`src/rtl/snoop_resp_collector.sv`:
```
// Merges ACE snoop responses (CR) and snoop data (CD) from all snooped masters into one
// response, buffering the selected master's 4-beat line and streaming it after data_rdy.
module snoop_resp_collector #(
  parameter int DATA_SIZE   = 128,
  parameter int NUM_MASTERS = 8
) (
  input  logic                          ACLK,
  input  logic                          ARESET,
  input  logic                          snoop_start,
  input  logic [NUM_MASTERS-1:0]        snoop_mask,
  input  logic [NUM_MASTERS-1:0]        CRVALID,
  output logic [NUM_MASTERS-1:0]        CRREADY,
  input  logic [5*NUM_MASTERS-1:0]      CRRESP,
  input  logic [NUM_MASTERS-1:0]        CDVALID,
  output logic [NUM_MASTERS-1:0]        CDREADY,
  input  logic [DATA_SIZE*NUM_MASTERS-1:0] CDDATA,
  input  logic [NUM_MASTERS-1:0]        CDLAST,
  output logic [DATA_SIZE-1:0]          cache_line_out,
  output logic [3:0]                    crresp_out,
  output logic                          data_rdy,
  output logic                          no_data,
  output logic                          busy
);

  localparam int IDX_W = (NUM_MASTERS > 1) ? $clog2(NUM_MASTERS) : 1;

  typedef enum logic [2:0] {
    IDLE, CR_COLLECT, CD_COLLECT, ANNOUNCE, STREAM, NODATA
  } state_t;

  // Handshake: a CR/CD transfer for master i happens on a rising edge where VALID[i] and
  // READY[i] are both high; READY is driven only from registered pend bits, never from VALID.
  state_t                            state_q, state_d;
  logic [NUM_MASTERS-1:0]            cr_pend_q, cr_pend_d;
  logic [NUM_MASTERS-1:0]            cd_pend_q, cd_pend_d;
  logic                              shared_q, shared_d;
  logic                              dirty_q, dirty_d;
  logic                              err_q, err_d;
  logic                              sel_valid_q, sel_valid_d;
  logic [IDX_W-1:0]                  sel_idx_q, sel_idx_d;
  logic [1:0]                        beat_cnt_q, beat_cnt_d;
  logic                              full_q, full_d;
  logic [1:0]                        out_cnt_q, out_cnt_d;
  logic [3:0][DATA_SIZE-1:0]         buf_q, buf_d;

  logic [NUM_MASTERS-1:0]            cr_hs, cd_hs, dt_hs;
  logic [IDX_W-1:0]                  low_idx;
  logic [DATA_SIZE-1:0]              sel_data;
  logic [NUM_MASTERS-1:0]            unused_was_unique;

  always_comb begin
    state_d     = state_q;
    cr_pend_d   = cr_pend_q;
    cd_pend_d   = cd_pend_q;
    shared_d    = shared_q;
    dirty_d     = dirty_q;
    err_d       = err_q;
    sel_valid_d = sel_valid_q;
    sel_idx_d   = sel_idx_q;
    beat_cnt_d  = beat_cnt_q;
    full_d      = full_q;
    out_cnt_d   = out_cnt_q;
    buf_d       = buf_q;

    cr_hs    = CRVALID & cr_pend_q;
    cd_hs    = CDVALID & cd_pend_q;
    sel_data = CDDATA[int'(sel_idx_q)*DATA_SIZE +: DATA_SIZE];
    dt_hs    = '0;
    low_idx  = '0;
    for (int i = 0; i < NUM_MASTERS; i++) begin
      unused_was_unique[i] = CRRESP[5*i+4];
      dt_hs[i]             = cr_hs[i] & CRRESP[5*i];
    end
    for (int i = NUM_MASTERS-1; i >= 0; i--) begin
      if (dt_hs[i]) low_idx = IDX_W'(i);
    end

    case (state_q)
      IDLE: begin
        if (snoop_start) begin
          cr_pend_d   = snoop_mask;
          cd_pend_d   = '0;
          shared_d    = 1'b0;
          dirty_d     = 1'b0;
          err_d       = 1'b0;
          sel_valid_d = 1'b0;
          sel_idx_d   = '0;
          beat_cnt_d  = '0;
          full_d      = 1'b0;
          buf_d       = '0;
          state_d     = (|snoop_mask) ? CR_COLLECT : NODATA;
        end
      end
      CR_COLLECT: begin
        for (int i = 0; i < NUM_MASTERS; i++) begin
          if (cr_hs[i]) begin
            cr_pend_d[i] = 1'b0;
            shared_d     = shared_d | CRRESP[5*i+3];
            dirty_d      = dirty_d  | CRRESP[5*i+2];
            err_d        = err_d    | CRRESP[5*i+1];
            if (CRRESP[5*i]) cd_pend_d[i] = 1'b1;
          end
        end
        if (!sel_valid_q && (|dt_hs)) begin
          sel_valid_d = 1'b1;
          sel_idx_d   = low_idx;
        end
        if (cr_pend_d == '0) state_d = (|cd_pend_d) ? CD_COLLECT : NODATA;
      end
      CD_COLLECT: begin
        for (int i = 0; i < NUM_MASTERS; i++) begin
          if (cd_hs[i] && CDLAST[i]) cd_pend_d[i] = 1'b0;
        end
        // Only the selected master fills the line; anything past beat 3 is an error.
        if (cd_hs[sel_idx_q]) begin
          if (full_q) begin
            err_d = 1'b1;
          end else begin
            buf_d[beat_cnt_q] = sel_data;
            beat_cnt_d        = beat_cnt_q + 2'd1;
            if (beat_cnt_q == 2'd3) full_d = 1'b1;
            if (CDLAST[sel_idx_q] && beat_cnt_q != 2'd3) err_d = 1'b1;
          end
        end
        if (cd_pend_d == '0) state_d = ANNOUNCE;
      end
      ANNOUNCE: begin
        out_cnt_d = '0;
        state_d   = STREAM;
      end
      STREAM: begin
        out_cnt_d = out_cnt_q + 2'd1;
        if (out_cnt_q == 2'd3) state_d = IDLE;
      end
      NODATA:  state_d = IDLE;
      default: state_d = IDLE;
    endcase
  end

  always_ff @(posedge ACLK) begin
    if (ARESET) begin
      state_q     <= IDLE;
      cr_pend_q   <= '0;
      cd_pend_q   <= '0;
      shared_q    <= 1'b0;
      dirty_q     <= 1'b0;
      err_q       <= 1'b0;
      sel_valid_q <= 1'b0;
      sel_idx_q   <= '0;
      beat_cnt_q  <= '0;
      full_q      <= 1'b0;
      out_cnt_q   <= '0;
      buf_q       <= '0;
    end else begin
      state_q     <= state_d;
      cr_pend_q   <= cr_pend_d;
      cd_pend_q   <= cd_pend_d;
      shared_q    <= shared_d;
      dirty_q     <= dirty_d;
      err_q       <= err_d;
      sel_valid_q <= sel_valid_d;
      sel_idx_q   <= sel_idx_d;
      beat_cnt_q  <= beat_cnt_d;
      full_q      <= full_d;
      out_cnt_q   <= out_cnt_d;
      buf_q       <= buf_d;
    end
  end

  assign CRREADY        = (state_q == CR_COLLECT) ? cr_pend_q : '0;
  assign CDREADY        = (state_q == CD_COLLECT) ? cd_pend_q : '0;
  assign cache_line_out = (state_q == STREAM) ? buf_q[out_cnt_q] : '0;
  assign crresp_out     = {shared_q, dirty_q, err_q, 1'b0};
  assign data_rdy       = (state_q == ANNOUNCE);
  assign no_data        = (state_q == NODATA);
  assign busy           = (state_q != IDLE);

endmodule

```
`config.mk`:
```
export PLATFORM = sky130hd
export DESIGN_NAME = snoop_resp_collector
export DESIGN_NICKNAME = d
export VERILOG_FILES = /design/src/rtl/snoop_resp_collector.sv
export SDC_FILE = /design/constraint.sdc
export NUM_CORES = 1
export LEC_CHECK = 0
export CAP_MARGIN = 10
export CORE_AREA = 2 2 482 484
export DETAILED_ROUTE_END_ITERATION = 8
export DIE_AREA = 0 0 484 486
export GPL_TIMING_DRIVEN = 0
export PLACE_DENSITY = 0.31
export SYNTH_ARGS = -nofsm -noshare
export SYNTH_HDL_FRONTEND = slang
export SYNTH_SLANG_ARGS = --single-unit
export TNS_END_PERCENT = 30
```
`constraint.sdc`:
```
create_clock -name ACLK -period 3.55 [get_ports ACLK]
set_input_delay 0.71 -clock ACLK [delete_from_list [all_inputs] [get_ports ACLK]]
set_output_delay 0.71 -clock ACLK [all_outputs]
set_load 0.02 [all_outputs]
```
After elaboration in Yosys (flattened, before gate mapping). Cells that the tools add are included. Widths: inputs -> output; s select.

Register bits after elaboration: 543. Latch bits: 0. RAM bits: 0. ROM bits: 0. Bits of input ports: 1099. Output and inout port bits: 151. Logic and storage cells: 259. Memories: 0.

Add/subtract/negate cells: 2. Multipliers: 0. Divide/modulo/power cells: 0. $lt $le $gt $ge: 4. Eq/ne operators: 16. Shifts and indexed selects: 1. Multiplexer cells: 157. Bitwise gates (word level): 34. Reductions and logical operators: 30.

Operators with widths (number): $mux 512 (3); $pmux 512 s2 (1); $shiftx 1024x11->128 (1); $bwmux 512 (1); $mux 128 (3); $bmux 128 s2 (1); $demux 128 s2 (1); $mux 1 (111); $mux 3 (16); $mux 8 (4); $or 1x1->1 (24); $pmux 8 s3 (1); $reduce_or 8->1 (3); $and 8x8->8 (2); $logic_not 8->1 (2); $ne 2x2->1 const B (8); $pmux 8 s2 (1); $pmux 3 s5 (1); $reduce_and 4->1 (3); $logic_and 1x1->1 (11); $and 1x1->1 (8); $pmux 1 s2 (4); $pmux 2 s2 (2); $bmux 1 s3 (2); 18 further kinds (30).

Logic depth before layout (Yosys ltp).
Word-level depth: 24. Mapped depth: 9. Depth with buffers taken out: 6.

Worst setup path before layout. Ideal clock, no wire load.

Path type: register to output. Start point: register out_cnt_q[1]. End point: output port cache_line_out[119]. Data arrival time: 1961 ps. Data required time: 2840 ps. Path slack: 879 ps. Stages on the path, launching flop included: 5. Path buffers: 2. Path through: dfxtp_1 -> buf_1 -> buf_2 -> mux4_2 -> and2_1.

Word-level cells in the longest chain between the ends: 3.

RTL lines: start: declaration (RTL line 43) `logic [1:0] out_cnt_q, out_cnt_d;`; start signal: assignment (RTL line 165) `out_cnt_q <= out_cnt_d;`; $bmux 128 s2 (RTL line 172) `assign cache_line_out = (state_q == STREAM) ? buf_q[out_cnt_q] : '0;`; $mux 128 (implied by the code) (RTL line 172); $mux 128 (RTL line 172); end: declaration (RTL line 18) `output logic [DATA_SIZE-1:0] cache_line_out,`.

No other way between the ends. The select of a mux whose other input is x is not followed.

Final worst setup path.
Start point: register state_q[2]. End point: output port CRREADY[2].

Word-level cells in the longest chain between the ends: 2.

RTL lines: start: declaration (RTL line 33) `state_t state_q, state_d;`; start signal: assignment (RTL line 155) `state_q <= state_d;`; $eq 3x1->1 (RTL line 170) `assign CRREADY = (state_q == CR_COLLECT) ? cr_pend_q : '0;`; $mux 8 (RTL line 170); end: declaration (RTL line 12) `output logic [NUM_MASTERS-1:0] CRREADY,`.

No other way between the ends.

==> results.md <==
- Die Ht: ~490 um
- Worst Path Arrival: roughly 2700 ps
- H-tree depth: 3
- Clock Path Buffers: 3
- Row count: between 150 and 200
- Placed cell count: 6621
- GRT Util Overall: between 10% and 20%
- Unrepaired setup endpoints after global routing: yes
- Cell chain of the critical path: or3b_2 > clkbuf_4 > nor2_1 > dlygate4sd2_1
- Global-route wire length before repair: roughly 300 mm
- Avg Inst Size Synth: 12.5 um^2
- CP required: ~2800 ps
- Final nets: around 4800
- DRC: 0
- Clock Latency Late Sink: 670 ps
- Final Non-Filler Cells: about 6800
- Max IR drop VDD: 0.000278 V
- Async set-or-reset flop fraction in the synthesized netlist: 0%
- Congestion Overflow GR: 0
- Sequential-to-total area share from yosys stat: a little under two fifths
- Pre-CTS WS: -1430 ps
- Max Cap Viol: 0
- Clock Skew: roughly 21 ps
- Detailed-route via count: between 20000 and 30000
- Lkg Pwr: 16.9 nW
- Synthesized Nets: 3450
- HPWL Detailed: between 150 and 200 mm
- Ys Warns: 0
- Type of origin of the critical path: register
- Outcome: complete, no violations
- CTS clock-pin slew for the worst setup and hold paths: ~60 ps
- Initial Utilization: about 13%
- Routed Antenna Nets: 0
- Post-route clock period utilization: between 90% and 100%
- Post-Route WL: roughly 230 mm
- Final hold vios: 0
- Initial drt markers: 1838
- Slack of the critical path: ~110 ps
- Hold_ws: between 400 and 500 ps
- # clock sinks: around 540
- Max_slew headroom: about an eighth
- Worst Max-Slew Pin Slew: ~1300 ps
- I/O Buffers: ~1200
- Hold Crit Class: register to register
- Vias/cell: approximately 4.2
- Final GP Congestion: between 0.8 and 0.9
- P per Cell Area: between 400 and 500 nW/um^2
- Root Buffer: clkbuf_16
- FILL cells: around 25000
- Initial antenna violation count: about 130
- CP max FO: 10
- Post-CTS Hold Buffers: 0
- Synth-to-Final Area Change: 64.8%
- Post-layout util: 21.1%
- I/O pin total: approximately 1300
- Layout cell share with drive strength beyond 1: around a fifth
- Main flop type after synthesis: dfxtp_1
- Synthesized area: slightly below 30000 um^2
- Max Slew Vio Count: 0
- Per-cell routed wire length: roughly 35 um
- Die area: 235000 um^2
- Crit. End Element: output port
- Synth unique cells: a little under 50
- Pin count of the biggest net entering global routing: 12
- Seq cells post-synth: approximately 540
- Post-synth EDFFs: 0
- Cells after synthesis: approximately 2300
- Max Freq: around 0.29 GHz
- Final setup fails: 0
- CTS tree: yes
- Core area: about 230000 um^2
- Max stage delay cell, worst path: or3b_2
- CP max stage delay: 650 ps
- Number of global-route vias before repair: 29700
- Cts bufs inserted: 70
- Critical Setup Path Class: register to output port
- Tmin final: 3440 ps
- Chip Width: just under 500 um
- 1st-pass router iterations: 5
## path summary, 6_finish.rpt
check	start	to	slack, ps	depth (start not counted)
setup / recovery	state_q[2]	CRREADY[2]	110	4
hold reg to reg	sel_valid_q	sel_valid_q	460	2
setup reg to reg	sel_idx_q[1]	buf_q[496]	190	8
hold / removal	sel_valid_q	sel_valid_q	460	2
## layout by cell type (no fill, tap or decap), drive strengths merged, types with 10 or more instances in the layout
cell type	instances
clkdlybuf4s50	1100
dfxtp	543
a22o	513
mux4	388
clkbuf	210
buf	188
nor2	156
and2	144
mux2i	129
dlygate4sd2	71
clkdlybuf4s15	37
a21oi	36
nand2	33
diode	21
inv	19
nor3	18
o21ai	14
and3	13
nand3	13
a31oi	10
## layout make-up
cell class              count  area (um^2)  area share [%]
plain buffers             255         1570            3.25
clock inverters            17          277           0.571
multi-input cells        1528        17300            35.7
flip-flops and latches    543        10900            22.5
clock buffers             103         2080            4.30
well taps                3026         3790            7.82
inverters                  17         63.8           0.132
repair buffers           1253        12400            25.7
diodes                     21         52.6           0.109
## worst max-delay path, delay by kind of cell (launching register included)
kind / cells / cell delay (ps)
AND/OR/NAND/NOR: 2 / 920
buffers and inverters: 2 / 730
flip-flops: 1 / 390
## metrics by stage
step                power, mW  instance area [um^2]  TNS (ps)
floorplan                8.61                 29400         0
global placement         12.2                 45500   -907570
detailed placement       12.3                 45800   -304680
CTS                      20.0                 48400     -1160
global route             20.4                 48300      -139
finish                   19.6                 48400         0
## timing repair
action,in CTS,in global routing
setup buffers,4,0
gates resized for setup,390,64
pin swaps,1,0
setup endpoints to repair,464,126
## registers in the layout (all words and copies together), names as in the netlist
register and cells:
state_q 3, out_cnt_q 2, shared_q 1, beat_cnt_q 2, cr_pend_q 8, dirty_q 1, buf_q 512, full_q 1
cd_pend_q 8, sel_valid_q 1, sel_idx_q 3, err_q 1
## metal layers
layer | vias up | track usage, % | wire length [um]
li1 | 12100 | - | -
met1 | 14600 | 23.9 | 97100
met2 | 1388 | 32.6 | 113000
met3 | 247 | 5.45 | 18500
met4 | 50 | 4.30 | 4630
met5 | - | 0 | 339
## power breakdown
part	switching (mW)	leakage [nW]	internal [mW]
Clock	3.00	1.15	4.49
Combinational	3.51	11.4	2.34
Sequential	0.105	4.37	6.15
## cells in the mapped netlist, drive strengths merged, types with 4 or more instances
cell type | instances | area share [%]
nor4 | 4 | 0.085
nor2 | 156 | 2.0
o21ai | 14 | 0.24
nand2b | 4 | 0.085
a31oi | 10 | 0.21
a22o | 513 | 15
nor3 | 18 | 0.38
a32oi | 4 | 0.12
nand3 | 13 | 0.22
buf | 171 | 3.1
nand2 | 33 | 0.42
ha | 5 | 0.21
clkbuf | 87 | 1.1
mux4 | 388 | 30
and3 | 13 | 0.28
dfxtp | 543 | 37
or3 | 4 | 0.085
mux2i | 129 | 4.4
inv | 17 | 0.22
a21boi | 5 | 0.13
and2 | 144 | 3.1
nand4 | 4 | 0.085
a21oi | 36 | 0.61
## logic make-up (layout without fill, tap and decap cells)
kind of cell | count (synthesis) | count (layout) | synth area share, %
AOI/OAI and AO/OA | 601 | 601 | 17.2
and+or+nand+nor | 403 | 403 | 6.95
other | 1 | 22 | 0.0128
muxes | 518 | 518 | 34.2
adders and majority gates | 5 | 5 | 0.213
buffers and inverters | 275 | 1645 | 4.45
DFF | 543 | 543 | 37.0
Note: power is estimated with default switching activity, not from simulation.
